**config.mk**
```make
export PLATFORM = sky130hd
export DESIGN_NAME = lcd_hd44780_driver
export DESIGN_NICKNAME = d
export VERILOG_FILES = /design/src/rtl/lcd_hd44780_driver.sv
export SDC_FILE = /design/constraint.sdc
export NUM_CORES = 1
export LEC_CHECK = 0
export ABC_AREA = 1
export ABC_CLOCK_PERIOD_IN_PS = 2000
export BUFFER_PORTS_ARGS = -buffer_cell sky130_fd_sc_hd__buf_2
export CAP_MARGIN = 15
export CORE_MARGIN = 2
export CORE_UTILIZATION = 60
export DETAILED_ROUTE_END_ITERATION = 12
export PLACE_DENSITY = 0.8
export SYNTH_ARGS = -nofsm -noshare
export SYNTH_HDL_FRONTEND = slang
export SYNTH_SLANG_ARGS = --single-unit
```
**constraint.sdc**
```tcl
create_clock -name clk -period 2 [get_ports clk]
set_input_delay 0.2 -clock clk [delete_from_list [all_inputs] [get_ports clk]]
set_output_delay 0.2 -clock clk [all_outputs]
set_load 0.02 [all_outputs]
```
**src/rtl/lcd_hd44780_driver.sv**
```systemverilog
// HD44780 character LCD write-only driver: autonomous power-up init, timed
// setup / enable / execution phases, and a 4-phase req/ack handshake upstream.
module lcd_hd44780_driver #(
  parameter int T_POWERUP   = 1000000,
  parameter int T_SETUP     = 3,
  parameter int T_EN_HIGH   = 25,
  parameter int T_EXEC      = 2500,
  parameter int T_EXEC_LONG = 100000
) (
  input  logic       clk,
  input  logic       rst,
  input  logic [7:0] ctrl_data,
  input  logic       ctrl_data_is_cmd,
  input  logic       ctrl_data_req,
  output logic       ctrl_data_ack,
  output logic [7:0] lcd_data,
  output logic       lcd_rs,
  output logic       lcd_rw,
  output logic       lcd_en,
  output logic       ready
);

  typedef enum logic [3:0] {
    S_POWERUP,
    S_I_SETUP,
    S_I_PULSE,
    S_I_WAIT,
    S_IDLE,
    S_SETUP,
    S_PULSE,
    S_WAIT,
    S_ACK
  } state_t;

  localparam logic [23:0] C_POWERUP   = 24'(T_POWERUP - 1);
  localparam logic [23:0] C_SETUP     = 24'(T_SETUP - 1);
  localparam logic [23:0] C_EN_HIGH   = 24'(T_EN_HIGH - 1);
  localparam logic [23:0] C_EXEC      = 24'(T_EXEC - 1);
  localparam logic [23:0] C_EXEC_LONG = 24'(T_EXEC_LONG - 1);
  localparam logic [2:0]  INIT_LAST   = 3'd5;

  // 8-bit bus, 2 lines, display on / cursor off, clear, entry increment.
  function automatic logic [7:0] init_cmd(input logic [2:0] idx);
    case (idx)
      3'd0, 3'd1, 3'd2: init_cmd = 8'h38;
      3'd3:             init_cmd = 8'h0C;
      3'd4:             init_cmd = 8'h01;
      3'd5:             init_cmd = 8'h06;
      default:          init_cmd = 8'h00;
    endcase
  endfunction

  state_t      r_state;
  state_t      w_state_next;
  logic [23:0] r_cnt;
  logic [23:0] w_cnt_next;
  logic [2:0]  r_idx;
  logic [2:0]  w_idx_next;
  logic [7:0]  r_data;
  logic [7:0]  w_data_next;
  logic        r_rs;
  logic        w_rs_next;
  logic        r_en;
  logic        w_en_next;
  logic        r_ack;
  logic        w_ack_next;
  logic        r_ready;
  logic        w_ready_next;
  logic        r_long;
  logic        w_long_next;

  logic        w_cnt_zero;
  logic        w_req_is_long;

  assign w_cnt_zero    = (r_cnt == 24'd0);
  // Clear display (0x01) and return home (0x02/0x03) need the long wait.
  assign w_req_is_long = ctrl_data_is_cmd && (ctrl_data[7:2] == 6'd0);

  always_ff @(posedge clk or negedge rst) begin
    if (!rst) begin
      r_state <= S_POWERUP;
      r_cnt   <= C_POWERUP;
      r_idx   <= 3'd0;
      r_data  <= 8'h00;
      r_rs    <= 1'b0;
      r_en    <= 1'b0;
      r_ack   <= 1'b0;
      r_ready <= 1'b0;
      r_long  <= 1'b0;
    end else begin
      r_state <= w_state_next;
      r_cnt   <= w_cnt_next;
      r_idx   <= w_idx_next;
      r_data  <= w_data_next;
      r_rs    <= w_rs_next;
      r_en    <= w_en_next;
      r_ack   <= w_ack_next;
      r_ready <= w_ready_next;
      r_long  <= w_long_next;
    end
  end

  always_comb begin
    w_state_next = r_state;
    w_cnt_next   = r_cnt;
    w_idx_next   = r_idx;
    w_data_next  = r_data;
    w_rs_next    = r_rs;
    w_en_next    = r_en;
    w_ack_next   = r_ack;
    w_ready_next = r_ready;
    w_long_next  = r_long;

    case (r_state)
      S_POWERUP: begin
        if (w_cnt_zero) begin
          w_state_next = S_I_SETUP;
          w_cnt_next   = C_SETUP;
          w_data_next  = init_cmd(r_idx);
          w_rs_next    = 1'b0;
        end else begin
          w_cnt_next = r_cnt - 24'd1;
        end
      end

      S_I_SETUP: begin
        if (w_cnt_zero) begin
          w_state_next = S_I_PULSE;
          w_cnt_next   = C_EN_HIGH;
          w_en_next    = 1'b1;
        end else begin
          w_cnt_next = r_cnt - 24'd1;
        end
      end

      S_I_PULSE: begin
        if (w_cnt_zero) begin
          w_state_next = S_I_WAIT;
          w_cnt_next   = C_EXEC_LONG;
          w_en_next    = 1'b0;
        end else begin
          w_cnt_next = r_cnt - 24'd1;
        end
      end

      S_I_WAIT: begin
        if (w_cnt_zero) begin
          if (r_idx == INIT_LAST) begin
            w_state_next = S_IDLE;
            w_ready_next = 1'b1;
          end else begin
            w_state_next = S_I_SETUP;
            w_idx_next   = r_idx + 3'd1;
            w_cnt_next   = C_SETUP;
            w_data_next  = init_cmd(r_idx + 3'd1);
            w_rs_next    = 1'b0;
          end
        end else begin
          w_cnt_next = r_cnt - 24'd1;
        end
      end

      S_IDLE: begin
        if (ctrl_data_req && !r_ack) begin
          w_state_next = S_SETUP;
          w_cnt_next   = C_SETUP;
          w_data_next  = ctrl_data;
          w_rs_next    = !ctrl_data_is_cmd;
          w_long_next  = w_req_is_long;
        end
      end

      S_SETUP: begin
        if (w_cnt_zero) begin
          w_state_next = S_PULSE;
          w_cnt_next   = C_EN_HIGH;
          w_en_next    = 1'b1;
        end else begin
          w_cnt_next = r_cnt - 24'd1;
        end
      end

      S_PULSE: begin
        if (w_cnt_zero) begin
          w_state_next = S_WAIT;
          w_cnt_next   = r_long ? C_EXEC_LONG : C_EXEC;
          w_en_next    = 1'b0;
        end else begin
          w_cnt_next = r_cnt - 24'd1;
        end
      end

      S_WAIT: begin
        if (w_cnt_zero) begin
          w_state_next = S_ACK;
          w_ack_next   = 1'b1;
        end else begin
          w_cnt_next = r_cnt - 24'd1;
        end
      end

      S_ACK: begin
        if (!ctrl_data_req) begin
          w_state_next = S_IDLE;
          w_ack_next   = 1'b0;
        end
      end

      default: begin
        w_state_next = S_POWERUP;
        w_cnt_next   = C_POWERUP;
        w_idx_next   = 3'd0;
        w_en_next    = 1'b0;
        w_ack_next   = 1'b0;
        w_ready_next = 1'b0;
      end
    endcase
  end

  assign ctrl_data_ack = r_ack;
  assign lcd_data      = r_data;
  assign lcd_rs        = r_rs;
  assign lcd_rw        = 1'b0;
  assign lcd_en        = r_en;
  assign ready         = r_ready;

endmodule

```
=== Yosys cells after proc, flatten, opt, wreduce, memory -nomap -nowiden ===
Index checks and enable logic that the tools add are counted.

* $add $sub $neg: 2
* Multipliers: 0
* Div/mod/pow operators: 0
* Magnitude comparators: 0
* Equality and inequality tests: 33
* Shift-type cells: 0
* Mux-type cells: 43
* Bitwise operators: 4
* Reduce and logical (&&, ||, !) cells: 25

{| class="wikitable"
|+ Operator list
! operator !! count
|-
| 24-bit two-way mux || 8
|-
| 24-bit case mux with 8 select lines || 1
|-
| 6-bit case mux with 4 select lines || 2
|-
| 4-bit two-way mux || 9
|-
| 4-bit case mux with 9 select lines || 1
|-
| 8-bit two-way mux || 4
|-
| 24-bit logical NOT || 1
|-
| 2-bit != test, second input constant || 12
|-
| 8-bit case mux with 3 select lines || 1
|-
| 24-bit by 1-bit subtractor with 24-bit output, second input constant || 1
|-
| 17-bit two-way mux || 1
|-
| 4-bit by 3-bit == test with 1-bit output, second input constant || 4
|-
| 3-bit by 2-bit == test with 1-bit output, second input constant || 4
|-
| 3-bit == test, second input constant || 4
|-
| 3-bit AND reduction || 4
|-
| 3-bit two-way mux || 3
|-
| 1-bit case mux with 3 select lines || 3
|-
| 9-bit AND reduction || 1
|-
| 4-bit by 2-bit == test with 1-bit output, second input constant || 2
|-
| 1-bit two-way mux || 8
|-
| 8-bit OR reduction || 1
|-
| 7-bit OR reduction || 1
|-
| 3-bit by 1-bit == test with 1-bit output, second input constant || 2
|-
| 3-bit logical NOT || 2
|-
| other kinds (19) || 27
|}

* Register bits after elaboration: 44
* Latch bits: 0
* Bits in writable memories: 0
* Bits in read-only memories: 0
* Input bits: 12
* Output and inout bits: 13
* Word-level logic and storage cells: 116
* Memories: 0

=== Longest topological paths before layout ===
* Depth in word-level cells: 7
* Gate-level depth with buffers: 12
* Mapped depth without buffers: 12

=== Worst setup path after synthesis ===
Ideal clock, no wire load.

* Kind: reg2reg
* From: register r_cnt[0]
* To: register r_cnt[8]
* Library setup time: 0.125 ns
* Arrival: 1.596 ns
* Required time: 1.875 ns
* Setup slack: 0.278 ns
* Stages on the path, launching flop included: 13
* Path buffers: 1
* Clock period less this slack: 1.722 ns
* Cell sequence: dfstp_2 inv_1 ha_1 inv_1 nor2_1 nand3_1 nor2_2 nand4_4 nand3_4 inv_4 buf_12 nand3_2 nand3_1

* Longest elaborated chain between the ends: 3
* Elaborated cells between the ends (all ways): 12
* Classes of those cells: add/sub: 1; eq/ne: 2; mux: 7; reduce/logical: 2

{| class="wikitable"
|+ RTL lines
! element !! line !! RTL
|-
| from (decl) || 55 || <nowiki>logic [23:0] r_cnt;</nowiki>
|-
| from (signal assigned) || 92 || <nowiki>r_cnt <= w_cnt_next;</nowiki>
|-
| 24-bit by 1-bit subtractor with 24-bit output or 24-bit logical NOT (tied branches) || n/a ||
|-
| 24-bit two-way mux, or another cell as far along || 194 || <nowiki>if (w_cnt_zero) begin</nowiki>
|-
| 24-bit case mux with 8 select lines or 4-bit AND reduction (tied branches) || n/a ||
|}

Several ways; a longest one is shown, not always the timed one. The select of a mux whose other input is x is not followed.
A chain may end at the register's enable or synchronous reset.

=== Final worst setup path ===
* From: register r_cnt[1]
* To: register r_cnt[15]

The elaborated chain is that of the path after synthesis.

==> flow_metrics.py <==
metrics = {
    "outcome": {
        "status": "completed",
    },
    "clock_network": {
        "cts_tree": "done",
        "cts_buffer_depth": 2,
        "htreeDepth": 2,
        "clk_latency_ns": 0.31,
        "clkTransAtPathRegs_ns": 0.10,
        "cts_buffers": 5,
        "cts.sinks": 44,
        "root_buffer": "clkbuf_8",
    },
    "drt": {
        "drt_pass1_iterations": 5,
        "wl_per_cell_microns": 14.6,
        "ant_nets": 0,
        "drt_iter0_markers": 286,
        "drc": 0,
        "vias_per_cell": 5.45,
        "wl_mm": 8.56,
        "num_vias": 3194,
    },
    "flow_run": {
        "maxCapViolCount": 0,
    },
    "global_routing": {
        "grtUsageTotal_pct": 28.8,
        "met2_usage_pct": 51.2,
        "antenna_found_initial": 0,
        "use_met1_pct": 36.2,
        "grt_pass1_wl_mm": 14.1,
        "overflow": 0,
        "grt_max_degree": 45,
        "grt_use_met3_pct": 4.25,
        "first_global_vias": 3128,
        "grt-busiest-layer": "met2",
    },
    "cells_and_area": {
        "area_growth_syn_to_layout_pct": 14.6,
        "nets": 533,
        "n_antenna_cell": 0,
        "fin_util_pct": 70.5,
        "drive_above_1_share_pct": 23.7,
    },
    "floorplan": {
        "die_y_microns": 78.7,
        "die-area_sq_um": 6190,
        "placementRows": 27,
        "initial_core_util_pct": 61.5,
        "die_width_microns": 78.7,
        "ios": 25,
        "core_area_sq_um": 5440,
    },
    "timing": {
        "relSlewSlack_pct": 61.9,
        "hold_ws_ns": 0.0800,
        "report.final.slew_viol_count": 0,
        "period_needed_ns": 1.94,
        "max_freq_ghz": 0.515,
        "tightest_slew_ns": 0.571,
        "skew_ns": 0.0110,
        "finalSetupViolations": 0,
        "hold_viol": 0,
        "timing.final.crit_share_pct": 97.1,
    },
    "critical_path": {
        "cp-end-kind": "flip-flop",
        "cp-start-kind": "flip-flop",
        "cp_slowest_cell": "dfstp_2",
        "required_ns": 2.20,
        "slowest_delay_ns": 0.38,
        "worstSetupPathType": "reg -> reg",
        "arrival_ns": 2.15,
        "path_max_fanout": 7,
        "path_cells": "inv_1, ha_2, inv_2, nor2_2, nand3_2, nor2_4, nand4_4, nand3_4, buf_12, inv_6, nand3_2, nand2_1",
        "crit_top_cell": "nand3_2",
    },
    "logic_synthesis": {
        "ys_seq_area_share_pct": 33.4,
        "synth.top_cell.area_share_pct": 23.9,
        "syn_inst": 469,
        "syn_area_per_cell_sq_um": 7.13,
        "ys_top_cells_by_area": "dfrtp_1, nand2_1, dfstp_2",
        "synth_largest_area_cell": "dfrtp_1",
        "ys_seq_elements": 44,
        "yosysWarnings": 0,
        "syn_area_sq_um": 3350,
        "ys_types": 44,
        "synthesis.nets": 489,
    },
    "power": {
        "report.power.total_mw": 6.55,
        "p_per_area_nw_per_um2": 1710,
        "p_leak_nw": 2.03,
        "vdd_drop_max_uv": 890,
    },
    "min_path": {
        "hold_path_class": "in -> reg",
    },
    "place": {
        "port_buffers": 23,
        "place_congestion": 0.970,
        "dp_hpwl_mm": 6.16,
    },
}
[state kept, by name, summed over array words and instances (netlist names)]
register,count
lcd_en,1
r_idx,3
ready,1
lcd_rs,1
r_long,1
r_state,4
lcd_data,8
r_cnt,24
ctrl_data_ack,1
[metal layers]
| layer | up-vias | part of all wire (%) |
|---|---|---|
| met4 | 0 | 2.0 |
| met2 | 97 | 50 |
| met5 | - | 0 |
| met1 | 1502 | 43 |
| li1 | 1574 | - |
| met3 | 21 | 4.7 |
[worst max-delay path: cells and delay by family (launching register included)]
family	cells	cell delay, ns
buffers and inverters	4	0.30
AND/OR/NAND/NOR	7	0.97
flip-flops	1	0.38
adder cells (fa/ha/maj)	1	0.20
[worst paths after layout]
| check | endpoint | from | depth (start not counted) | slack [ns] |
|---|---|---|---|---|
| max | r_cnt[15] | r_cnt[1] | 12 | 0.06 |
| min | lcd_rs | ctrl_data_is_cmd | 2 | 0.08 |
| max reg2reg | r_cnt[15] | r_cnt[1] | 12 | 0.06 |
| min reg2reg | lcd_en | lcd_en | 2 | 0.49 |
| max in group asynchronous | r_cnt[3] | rst | 3 | 1.10 |
| min in group asynchronous | r_cnt[13] | rst | 3 | 0.50 |
[repair_timing]
item                                    CTS  global route
hold endpoints to repair                 32             0
hold buffers                              1             0
resized for setup                         0            22
setup buffers                             0             5
endpoints found under the setup margin    0            31
[power breakdown]
| group | switching, mW | internal (mW) |
|---|---|---|
| clock | 0.334 | 0.370 |
| sequential | 0.333 | 1.29 |
| combinational | 2.78 | 1.45 |
[cells in the mapped netlist, drive strengths merged]
cell type,instances
nand3,42
a31oi,1
buf,6
o31ai,1
nand4,5
a221oi,1
o2111ai,1
inv,56
a211oi,1
xor2,14
nor3,5
nor4,1
o21ai,27
dfstp,12
conb,1
o21bai,1
ha,8
o22ai,1
clkbuf,1
dfrtp,32
a21boi,1
and3,1
a21oi,15
nand2,147
nor2,85
nand3b,3
[through the flow]
step	instances	setup TNS (ns)	setup WS (ns)	area (sq um)
after floorplan	469	0	0.278	3350
after global placement	571	0	0.0935	3580
after detailed placement	571	0	0.0631	3580
after CTS	580	0	0.0351	3700
after global routing	586	-0.246	-0.0310	3830
final	586	0	0.0589	3830
[layout make-up]
type                    instances  area, sq um
multi-input cells             362         1970
fillers                       447         1610
flip-flops and latches         44         1120
repair buffers                 43          300
inverters                      56          235
well taps                      72         90.1
clock buffers                   5         68.8
clock inverters                 3         42.5
repair inverters                1         8.76
[cells by family (layout without fill, tap and decap cells)]
logic type	after synthesis	after routing	share of synthesized area, %
other cells	1	1	0.112
fa+ha+maj	8	8	2.99
buf+inv	63	108	9.01
xor+xnor	14	14	3.66
simple gates	289	289	40.7
flops	44	44	33.4
compound gates	50	50	10.2
[placed cells by master (no fill, tap or decap), types with 2 or more instances in the layout]
| master | instances |
|---|---|
| nand2_1 | 134 |
| nor2_1 | 71 |
| inv_1 | 47 |
| nand3_1 | 34 |
| dfrtp_1 | 32 |
| buf_2 | 23 |
| buf_4 | 15 |
| xor2_1 | 14 |
| o21ai_0 | 14 |
| dfstp_2 | 12 |
| nand2_2 | 10 |
| o21ai_1 | 10 |
| a21oi_1 | 8 |
| nor2_2 | 6 |
| nor2_4 | 6 |
| a21oi_2 | 6 |
| ha_1 | 6 |
| inv_2 | 5 |
| nand3_2 | 5 |
| nor3_1 | 5 |
| clkbuf_8 | 5 |
| nand4_1 | 4 |
| nand3_4 | 3 |
| nand3b_1 | 3 |
| nor2_8 | 2 |
| nand2_4 | 2 |
| inv_4 | 2 |
| o21ai_2 | 2 |
| ha_2 | 2 |
| buf_6 | 2 |
| buf_12 | 2 |
Note: power is estimated with default switching activity, not from simulation.
